**src/rtl/stepper_step_sequencer_pkg.sv**
```systemverilog
// Shared types and constants for the stepper step sequencer:
// state encoding, coil table and phase-advance helper.
package stepper_pkg;

    localparam int unsigned PHASE_W = 3;
    localparam int unsigned COIL_W  = 4;

    typedef enum logic [1:0] {
        IDLE,
        STEP,
        WAIT,
        DONE
    } state_t;

    // Index 0 is the rightmost entry; odd indices are the two-coil patterns.
    localparam logic [7:0][COIL_W-1:0] HALF_STEP_TABLE = {
        4'b1001, 4'b0001, 4'b0011, 4'b0010,
        4'b0110, 4'b0100, 4'b1100, 4'b1000
    };

    // Full step snaps to the odd (two-coil) entry before moving two places.
    function automatic logic [PHASE_W-1:0] next_phase(
        input logic [PHASE_W-1:0] idx,
        input logic               dir,
        input logic               half
    );
        logic [PHASE_W-1:0] base;
        logic [PHASE_W-1:0] inc;
        base = half ? idx : (idx | PHASE_W'(1));
        inc  = half ? PHASE_W'(1) : PHASE_W'(2);
        return dir ? (base + inc) : (base - inc);
    endfunction

endpackage

```
**src/rtl/stepper_step_sequencer_if.sv**
```systemverilog
// Command/status bundle between the register interface and the step sequencer.
interface stepper_step_sequencer_if
    import stepper_pkg::*;
#(
    parameter int unsigned STEPS_W = 16
);

    logic               cmd_valid;
    logic               cmd_ready;
    logic [STEPS_W-1:0] cmd_steps;
    logic               cmd_dir;
    logic [7:0]         cmd_delay;
    logic               cmd_half;
    logic               abort;
    logic               busy;
    logic [COIL_W-1:0]  coils;
    logic               step_pulse;
    logic               done;
    logic               aborted;
    logic [STEPS_W-1:0] steps_left;

    modport master (
        output cmd_valid, cmd_steps, cmd_dir, cmd_delay, cmd_half, abort,
        input  cmd_ready, busy, coils, step_pulse, done, aborted, steps_left
    );

    modport slave (
        input  cmd_valid, cmd_steps, cmd_dir, cmd_delay, cmd_half, abort,
        output cmd_ready, busy, coils, step_pulse, done, aborted, steps_left
    );

endinterface

```
**src/rtl/stepper_step_sequencer_timer.sv**
```systemverilog
// Step interval timer: start reloads, enable counts BASE_PERIOD ticks per delay
// unit, expired pulses in the delay*BASE_PERIOD-th enabled cycle.
module step_interval_timer #(
    parameter logic [19:0] BASE_PERIOD = 20'd500000
) (
    input  logic       clk,
    input  logic       reset,
    input  logic       start,
    input  logic       enable,
    input  logic [7:0] delay,
    output logic       expired
);

    localparam logic [19:0] TICK_LAST = BASE_PERIOD - 20'd1;

    logic [19:0] tick_q;
    logic [7:0]  units_q;

    assign expired = enable && (units_q == 8'd1) && (tick_q == TICK_LAST);

    always_ff @(posedge clk or posedge reset) begin
        if (reset) begin
            tick_q  <= '0;
            units_q <= '0;
        end else if (start) begin
            tick_q  <= '0;
            units_q <= (delay == 8'd0) ? 8'd1 : delay;
        end else if (!enable) begin
            // Idle or aborted: drop any partial count.
            tick_q  <= '0;
            units_q <= '0;
        end else if (units_q != 8'd0) begin
            if (tick_q == TICK_LAST) begin
                tick_q  <= '0;
                units_q <= units_q - 8'd1;
            end else begin
                tick_q <= tick_q + 20'd1;
            end
        end
    end

endmodule

```
**src/rtl/stepper_step_sequencer.sv**
```systemverilog
// Stepper move sequencer: accepts a move command, advances the coil phase once
// per step interval and reports completion or abort.
module stepper_step_sequencer
    import stepper_pkg::*;
#(
    parameter logic [19:0] BASE_PERIOD = 20'd500000,
    parameter int unsigned STEPS_W     = 16
) (
    input  logic                     clk,
    input  logic                     reset,
    stepper_step_sequencer_if.slave  bus
);

    state_t             state_q;
    logic [PHASE_W-1:0] idx_q;
    logic [PHASE_W-1:0] idx_d;
    logic [COIL_W-1:0]  coils_q;
    logic [STEPS_W-1:0] steps_left_q;
    logic [7:0]         delay_q;
    logic               dir_q;
    logic               half_q;
    logic               step_pulse_q;
    logic               done_q;
    logic               aborted_q;
    logic               timer_start;
    logic               timer_en;
    logic               timer_expired;

    // The first step of a move uses the incoming command fields, later ones the latched copy.
    assign idx_d = (state_q == IDLE) ? next_phase(idx_q, bus.cmd_dir, bus.cmd_half)
                                     : next_phase(idx_q, dir_q, half_q);

    assign timer_start = (state_q == STEP);
    assign timer_en    = (state_q == WAIT) && !bus.abort;

    step_interval_timer #(
        .BASE_PERIOD(BASE_PERIOD)
    ) u_timer (
        .clk    (clk),
        .reset  (reset),
        .start  (timer_start),
        .enable (timer_en),
        .delay  (delay_q),
        .expired(timer_expired)
    );

    always_ff @(posedge clk or posedge reset) begin
        if (reset) begin
            state_q      <= IDLE;
            idx_q        <= '0;
            coils_q      <= '0;
            steps_left_q <= '0;
            delay_q      <= 8'd1;
            dir_q        <= 1'b0;
            half_q       <= 1'b0;
            step_pulse_q <= 1'b0;
            done_q       <= 1'b0;
            aborted_q    <= 1'b0;
        end else begin
            step_pulse_q <= 1'b0;
            done_q       <= 1'b0;
            case (state_q)
                IDLE: begin
                    if (bus.cmd_valid) begin
                        dir_q     <= bus.cmd_dir;
                        half_q    <= bus.cmd_half;
                        delay_q   <= (bus.cmd_delay == 8'd0) ? 8'd1 : bus.cmd_delay;
                        aborted_q <= 1'b0;
                        if (bus.cmd_steps == '0) begin
                            steps_left_q <= '0;
                            done_q       <= 1'b1;
                            state_q      <= DONE;
                        end else begin
                            steps_left_q <= bus.cmd_steps - STEPS_W'(1);
                            idx_q        <= idx_d;
                            coils_q      <= HALF_STEP_TABLE[idx_d];
                            step_pulse_q <= 1'b1;
                            state_q      <= STEP;
                        end
                    end
                end
                STEP: begin
                    if (bus.abort) begin
                        done_q    <= 1'b1;
                        aborted_q <= 1'b1;
                        state_q   <= DONE;
                    end else begin
                        state_q <= WAIT;
                    end
                end
                WAIT: begin
                    if (bus.abort) begin
                        done_q    <= 1'b1;
                        aborted_q <= 1'b1;
                        state_q   <= DONE;
                    end else if (timer_expired) begin
                        if (steps_left_q == '0) begin
                            done_q  <= 1'b1;
                            state_q <= DONE;
                        end else begin
                            steps_left_q <= steps_left_q - STEPS_W'(1);
                            idx_q        <= idx_d;
                            coils_q      <= HALF_STEP_TABLE[idx_d];
                            step_pulse_q <= 1'b1;
                            state_q      <= STEP;
                        end
                    end
                end
                DONE: begin
                    aborted_q <= 1'b0;
                    state_q   <= IDLE;
                end
                default: state_q <= IDLE;
            endcase
        end
    end

    assign bus.cmd_ready  = (state_q == IDLE);
    assign bus.busy       = (state_q != IDLE);
    assign bus.coils      = coils_q;
    assign bus.step_pulse = step_pulse_q;
    assign bus.done       = done_q;
    assign bus.aborted    = aborted_q;
    assign bus.steps_left = steps_left_q;

endmodule

```
**src/flat_wrapper.sv**
```systemverilog
// flat-port wrapper written by rule: the top's interface ports become plain ports
module stepper_step_sequencer_flat import stepper_pkg::*;
#(
    parameter logic [19:0] BASE_PERIOD = 20'd500000,
    parameter int unsigned STEPS_W     = 16
)
  (clk, reset, bus_cmd_valid, bus_cmd_steps, bus_cmd_dir, bus_cmd_delay, bus_cmd_half, bus_abort, bus_cmd_ready, bus_busy, bus_coils, bus_step_pulse, bus_done, bus_aborted, bus_steps_left);
  stepper_step_sequencer_if #(.STEPS_W(STEPS_W)) bus_i ();
  input  logic clk;
  input  logic reset;
  input wire logic [$bits(bus_i.cmd_valid)-1:0] bus_cmd_valid;
  input wire logic [$bits(bus_i.cmd_steps)-1:0] bus_cmd_steps;
  input wire logic [$bits(bus_i.cmd_dir)-1:0] bus_cmd_dir;
  input wire logic [$bits(bus_i.cmd_delay)-1:0] bus_cmd_delay;
  input wire logic [$bits(bus_i.cmd_half)-1:0] bus_cmd_half;
  input wire logic [$bits(bus_i.abort)-1:0] bus_abort;
  output wire logic [$bits(bus_i.cmd_ready)-1:0] bus_cmd_ready;
  output wire logic [$bits(bus_i.busy)-1:0] bus_busy;
  output wire logic [$bits(bus_i.coils)-1:0] bus_coils;
  output wire logic [$bits(bus_i.step_pulse)-1:0] bus_step_pulse;
  output wire logic [$bits(bus_i.done)-1:0] bus_done;
  output wire logic [$bits(bus_i.aborted)-1:0] bus_aborted;
  output wire logic [$bits(bus_i.steps_left)-1:0] bus_steps_left;
  assign bus_i.cmd_valid = bus_cmd_valid;
  assign bus_i.cmd_steps = bus_cmd_steps;
  assign bus_i.cmd_dir = bus_cmd_dir;
  assign bus_i.cmd_delay = bus_cmd_delay;
  assign bus_i.cmd_half = bus_cmd_half;
  assign bus_i.abort = bus_abort;
  assign bus_cmd_ready = bus_i.cmd_ready;
  assign bus_busy = bus_i.busy;
  assign bus_coils = bus_i.coils;
  assign bus_step_pulse = bus_i.step_pulse;
  assign bus_done = bus_i.done;
  assign bus_aborted = bus_i.aborted;
  assign bus_steps_left = bus_i.steps_left;
  stepper_step_sequencer #(.BASE_PERIOD(BASE_PERIOD), .STEPS_W(STEPS_W)) u_core (.clk(clk), .reset(reset), .bus(bus_i));
endmodule
```
**config.mk**
```make
export PLATFORM = sky130hd
export DESIGN_NAME = stepper_step_sequencer_flat
export DESIGN_NICKNAME = d
export VERILOG_FILES = /design/src/rtl/stepper_step_sequencer_pkg.sv /design/src/rtl/stepper_step_sequencer_if.sv /design/src/rtl/stepper_step_sequencer_timer.sv /design/src/rtl/stepper_step_sequencer.sv /design/src/flat_wrapper.sv
export SDC_FILE = /design/constraint.sdc
export NUM_CORES = 1
export LEC_CHECK = 0
export ABC_AREA = 1
export BUFFER_PORTS_ARGS = -buffer_cell sky130_fd_sc_hd__buf_2
export CAP_MARGIN = 20
export CORE_MARGIN = 1
export CORE_UTILIZATION = 23
export CTS_BUF_LIST = sky130_fd_sc_hd__clkbuf_16
export DETAILED_ROUTE_END_ITERATION = 16
export GPL_TIMING_DRIVEN = 0
export PLACE_DENSITY = 0.38
export SYNTH_ARGS = -nofsm -noshare
export SYNTH_HDL_FRONTEND = slang
export SYNTH_SLANG_ARGS = --single-unit
```
**constraint.sdc**
```tcl
create_clock -name clk -period 2.1 [get_ports clk]
set_input_delay 0.42 -clock clk [delete_from_list [all_inputs] [get_ports clk]]
set_output_delay 0.42 -clock clk [all_outputs]
set_load 0.005 [all_outputs]
```
==> results.sh <==
export IMPL_yosysTopAreaCellShare_pct=35.6
export IMPL_cts_buffer_depth=2
export IMPL_grt_max_degree=62
export IMPL_netlist_instances=693
export IMPL_clock_latency_ns=0.34
export IMPL_synthMuxAreaShare_pct=0.246
export IMPL_cts_buffers=9
export IMPL_drtIter0Drc=237
export IMPL_routed_wl_mm=12.7
export IMPL_critPathMaxFanout=10
export IMPL_yosysWarnings=0
export IMPL_final_area_um2=5660
export IMPL_min_path_type="in2reg"
export IMPL_track_usage_pct=13.3
export IMPL_core_um2=19500
export IMPL_root_buffer="clkbuf_16"
export IMPL_fin_nets=814
export IMPL_final_util_pct=29.1
export IMPL_worstPathCellList="inv_2 > ha_1 > buf_6 > clkbuf_1 > a21oi_1 > buf_2 > nand3_1 > nand2_1 > nand2_1 > nand2_1"
export IMPL_relSlewSlack_pct=67.2
export IMPL_vdd_drop_max_mv=0.401
export IMPL_yosysSeqAreaShare_pct=36.2
export IMPL_max_freq_mhz=507
export IMPL_whs_ns=0.351
export IMPL_worst_ep_required_time_ns=2.37
export IMPL_synthArstFlopShare_pct=100
export IMPL_syn_cell_area_um2=4570
export IMPL_synth_adder_area_share_pct=4.16
export IMPL_finalHoldViolCount=0
export IMPL_final_setup_viol_count=0
export IMPL_instances_no_fill=1040
export IMPL_setup_ws_ns=0.129
export IMPL_grt_pass1_wl_mm=21.1
export IMPL_synth_top_area_cell="dfrtp_1"
export IMPL_area_growth_syn_to_layout_pct=23.7
export IMPL_vias=4393
export IMPL_syn_avg_cell_area_um2=6.60
export IMPL_crit_arrival_ns=2.24
export IMPL_port_buffers=54
export IMPL_gp_congestion=0.839
export IMPL_slew_viol_final=0
export IMPL_crit_buf_inv=4
export IMPL_final_period_utilization_pct=93.9
export IMPL_grt_setup_unrepaired="yes"
export IMPL_io_pins=55
export IMPL_cap_violations=0
export IMPL_pre_cts_ws_ns=-0.00111
export IMPL_firstDrtPassIters=4
export IMPL_die_area_um2=20400
export IMPL_route_antenna_remaining_nets=0
export IMPL_fin_crit_ns=1.97
export IMPL_route_detailed_drc=0
export IMPL_worstSetupStartpointType="flip-flop"
export IMPL_synth_top_family_by_area="simple AND/OR/NAND/NOR gates"
export IMPL_crit_path_max_incr_delay_ns=0.42
export IMPL_rows=51
export IMPL_end_kind="flip-flop"
export IMPL_fin_skew_ns=0.0113
export IMPL_synth_area_leaders="dfrtp_1 36%, nand2_1 19%, nor2_1 8.4%, inv_1 7.1%, o21ai_0 5.8%"
export IMPL_cpMostUsedCell="nand2_1"
export IMPL_cp_top_family="buffers and inverters"
export IMPL_ys_types=38
export IMPL_worstSetupPathType="reg2reg"
export IMPL_worst_slew_pin_slew_ns=0.492
export IMPL_start_util_pct=23.5
export IMPL_placed_area_um2=5200
export IMPL_synth_xor_area_share_pct=3.26
export IMPL_dpl_hpwl_mm=9.83
export IMPL_clock_sinks=66
export IMPL_yosys_area_share_simple_pct=37.4
export IMPL_yosys_most_used_dff="dfrtp_1"
export IMPL_syn_nets=737
export IMPL_drive_gt1_share_pct=14.6
export IMPL_diodes=0
export IMPL_antenna_found_initial=0
export IMPL_via_per_inst=4.22
export IMPL_drt_wirelength_per_cell_um=12.2
export IMPL_grt_pass1_vias=4320
export IMPL_power_density_nw_per_um2=1270
export IMPL_h_tree_depth=3
export IMPL_synth_compound_area_share_pct=9.55
export IMPL_status="completed"
export IMPL_place_inst=1013
export IMPL_slowest_stage="dfrtp_1"
export IMPL_synth_edff_count=0
export IMPL_leakagePower_nw=2.80
export IMPL_dieWidth_um=143
export IMPL_ys_seq_elements=66
export IMPL_die_h_um=143
export IMPL_path_clk_slew_ns=0.06
export IMPL_cts_tree="yes"
export IMPL_grt_overflow=0
synth_stat cells, types with 2 or more instances:
cell type / number
buf_6: 3
nor3_1: 7
or2_2: 2
dfrtp_1: 65
nor2_4: 2
clkbuf_1: 3
a21oi_1: 20
nor2_2: 5
o21ai_0: 53
ha_1: 12
a22oi_1: 2
nand2_1: 229
inv_1: 87
a21o_1: 2
fa_1: 2
buf_2: 3
xor2_1: 13
buf_4: 2
o22ai_1: 4
nor2_1: 102
inv_4: 2
inv_2: 2
nand3_2: 3
nand4_1: 8
nand3_1: 44
xnor2_1: 4
power by group:
part	internal, mW	switching (mW)	leakage, nW
registers	1.70	0.390	0.854
clock network	1.04	0.591	0.149
logic	1.32	2.17	1.80
sequential cells by signal, summed over array words and instances (netlist names):
| signal | count |
|---|---|
| u_core.bus.coils | 4 |
| u_core.dir_q | 1 |
| u_core.bus.step_pulse | 1 |
| u_core.bus.steps_left | 16 |
| u_core.state_q | 2 |
| u_core.u_timer.tick_q | 20 |
| u_core.bus.aborted | 1 |
| u_core.bus.done | 1 |
| u_core.idx_q | 3 |
| u_core.half_q | 1 |
| u_core.u_timer.units_q | 8 |
| u_core.delay_q | 8 |
through the flow:
step / power [mW] / TNS (ns)
2_1_floorplan: 4.38 / 0
3_3_place_gp: 5.41 / -70.63
3_5_place_dp: 5.45 / -0.00111
4_1_cts: 7.17 / 0
5_1_grt: 7.91 / -0.139
6_report: 7.20 / 0
worst register-to-register path: stages (launching register included):
cell and delay, ns:
dfrtp_1 0.42, inv_2 0.06, ha_1 0.20, buf_6 0.14
clkbuf_1 0.24, a21oi_1 0.22, buf_2 0.25, nand3_1 0.16
nand2_1 0.09, nand2_1 0.05, nand2_1 0.05
area by class of cell:
type | count | area, µm²
fillers | 2166 | 13800
multi-input cells | 525 | 2530
flip-flops and latches | 66 | 1650
repair buffers | 66 | 383
inverters | 91 | 349
well taps | 265 | 332
clock buffers | 9 | 225
clock inverters | 7 | 92.6
plain buffers | 11 | 88.8
worst paths after layout:
| check | endpoint | slack, ns | from | depth (start not counted) |
|---|---|---|---|---|
| setup / recovery | u_core.bus.steps_left[9] | 0.13 | u_core.state_q[0] | 10 |
| hold / removal | u_core.delay_q[4] | 0.35 | bus_cmd_delay[4] | 3 |
| setup reg to reg | u_core.bus.steps_left[9] | 0.13 | u_core.state_q[0] | 10 |
| hold reg to reg | u_core.bus.coils[2] | 0.47 | u_core.bus.coils[2] | 2 |
| max in group asynchronous | u_core.delay_q[0] | 1.03 | reset | 4 |
| min in group asynchronous | u_core.bus.steps_left[3] | 0.51 | reset | 3 |
cells by family after synthesis:
| logic type | after synthesis |
|---|---|
| mux | 1 |
| flops | 66 |
| compound gates | 83 |
| simple gates | 410 |
| fa+ha+maj | 14 |
| xor+xnor | 17 |
| buf+inv | 102 |
repair_timing:
action / 4_1_cts / 5_1_grt
endpoints found under the hold margin: 5 / 0
endpoints found under the setup margin: 17 / 31
buffers inserted: 2 / 8
pin swaps: 0 / 3
gates resized for setup: 0 / 14
hold buffers: 1 / 0
cell usage in the layout, fill, tap and decap left out, drive strengths merged, types with 2 or more instances in the layout:
master / instances
bufinv: 2
nand4: 8
clkinv: 2
xnor2: 4
clkbuf: 12
dfrtp: 65
a21o: 2
clkinvlp: 2
a21oi: 20
ha: 12
xor2: 13
buf: 73
nor2: 109
o21ai: 53
a22oi: 2
fa: 2
nand3: 48
inv: 92
or2: 3
o22ai: 4
nor3: 7
nand2: 230
routing by layer:
metal | track usage (%) | vias to the layer above | wire [µm] | part of all wire (%)
met2 | 21.9 | 50 | 6090 | 48
met5 | 0 | - | 0 | 0
met1 | 17.1 | 2002 | 6160 | 48
met3 | 2.62 | 11 | 325 | 2.6
met4 | 4.87 | 0 | 144 | 1.1
li1 | - | 2330 | - | -
Note: power is estimated with default switching activity, not from simulation.
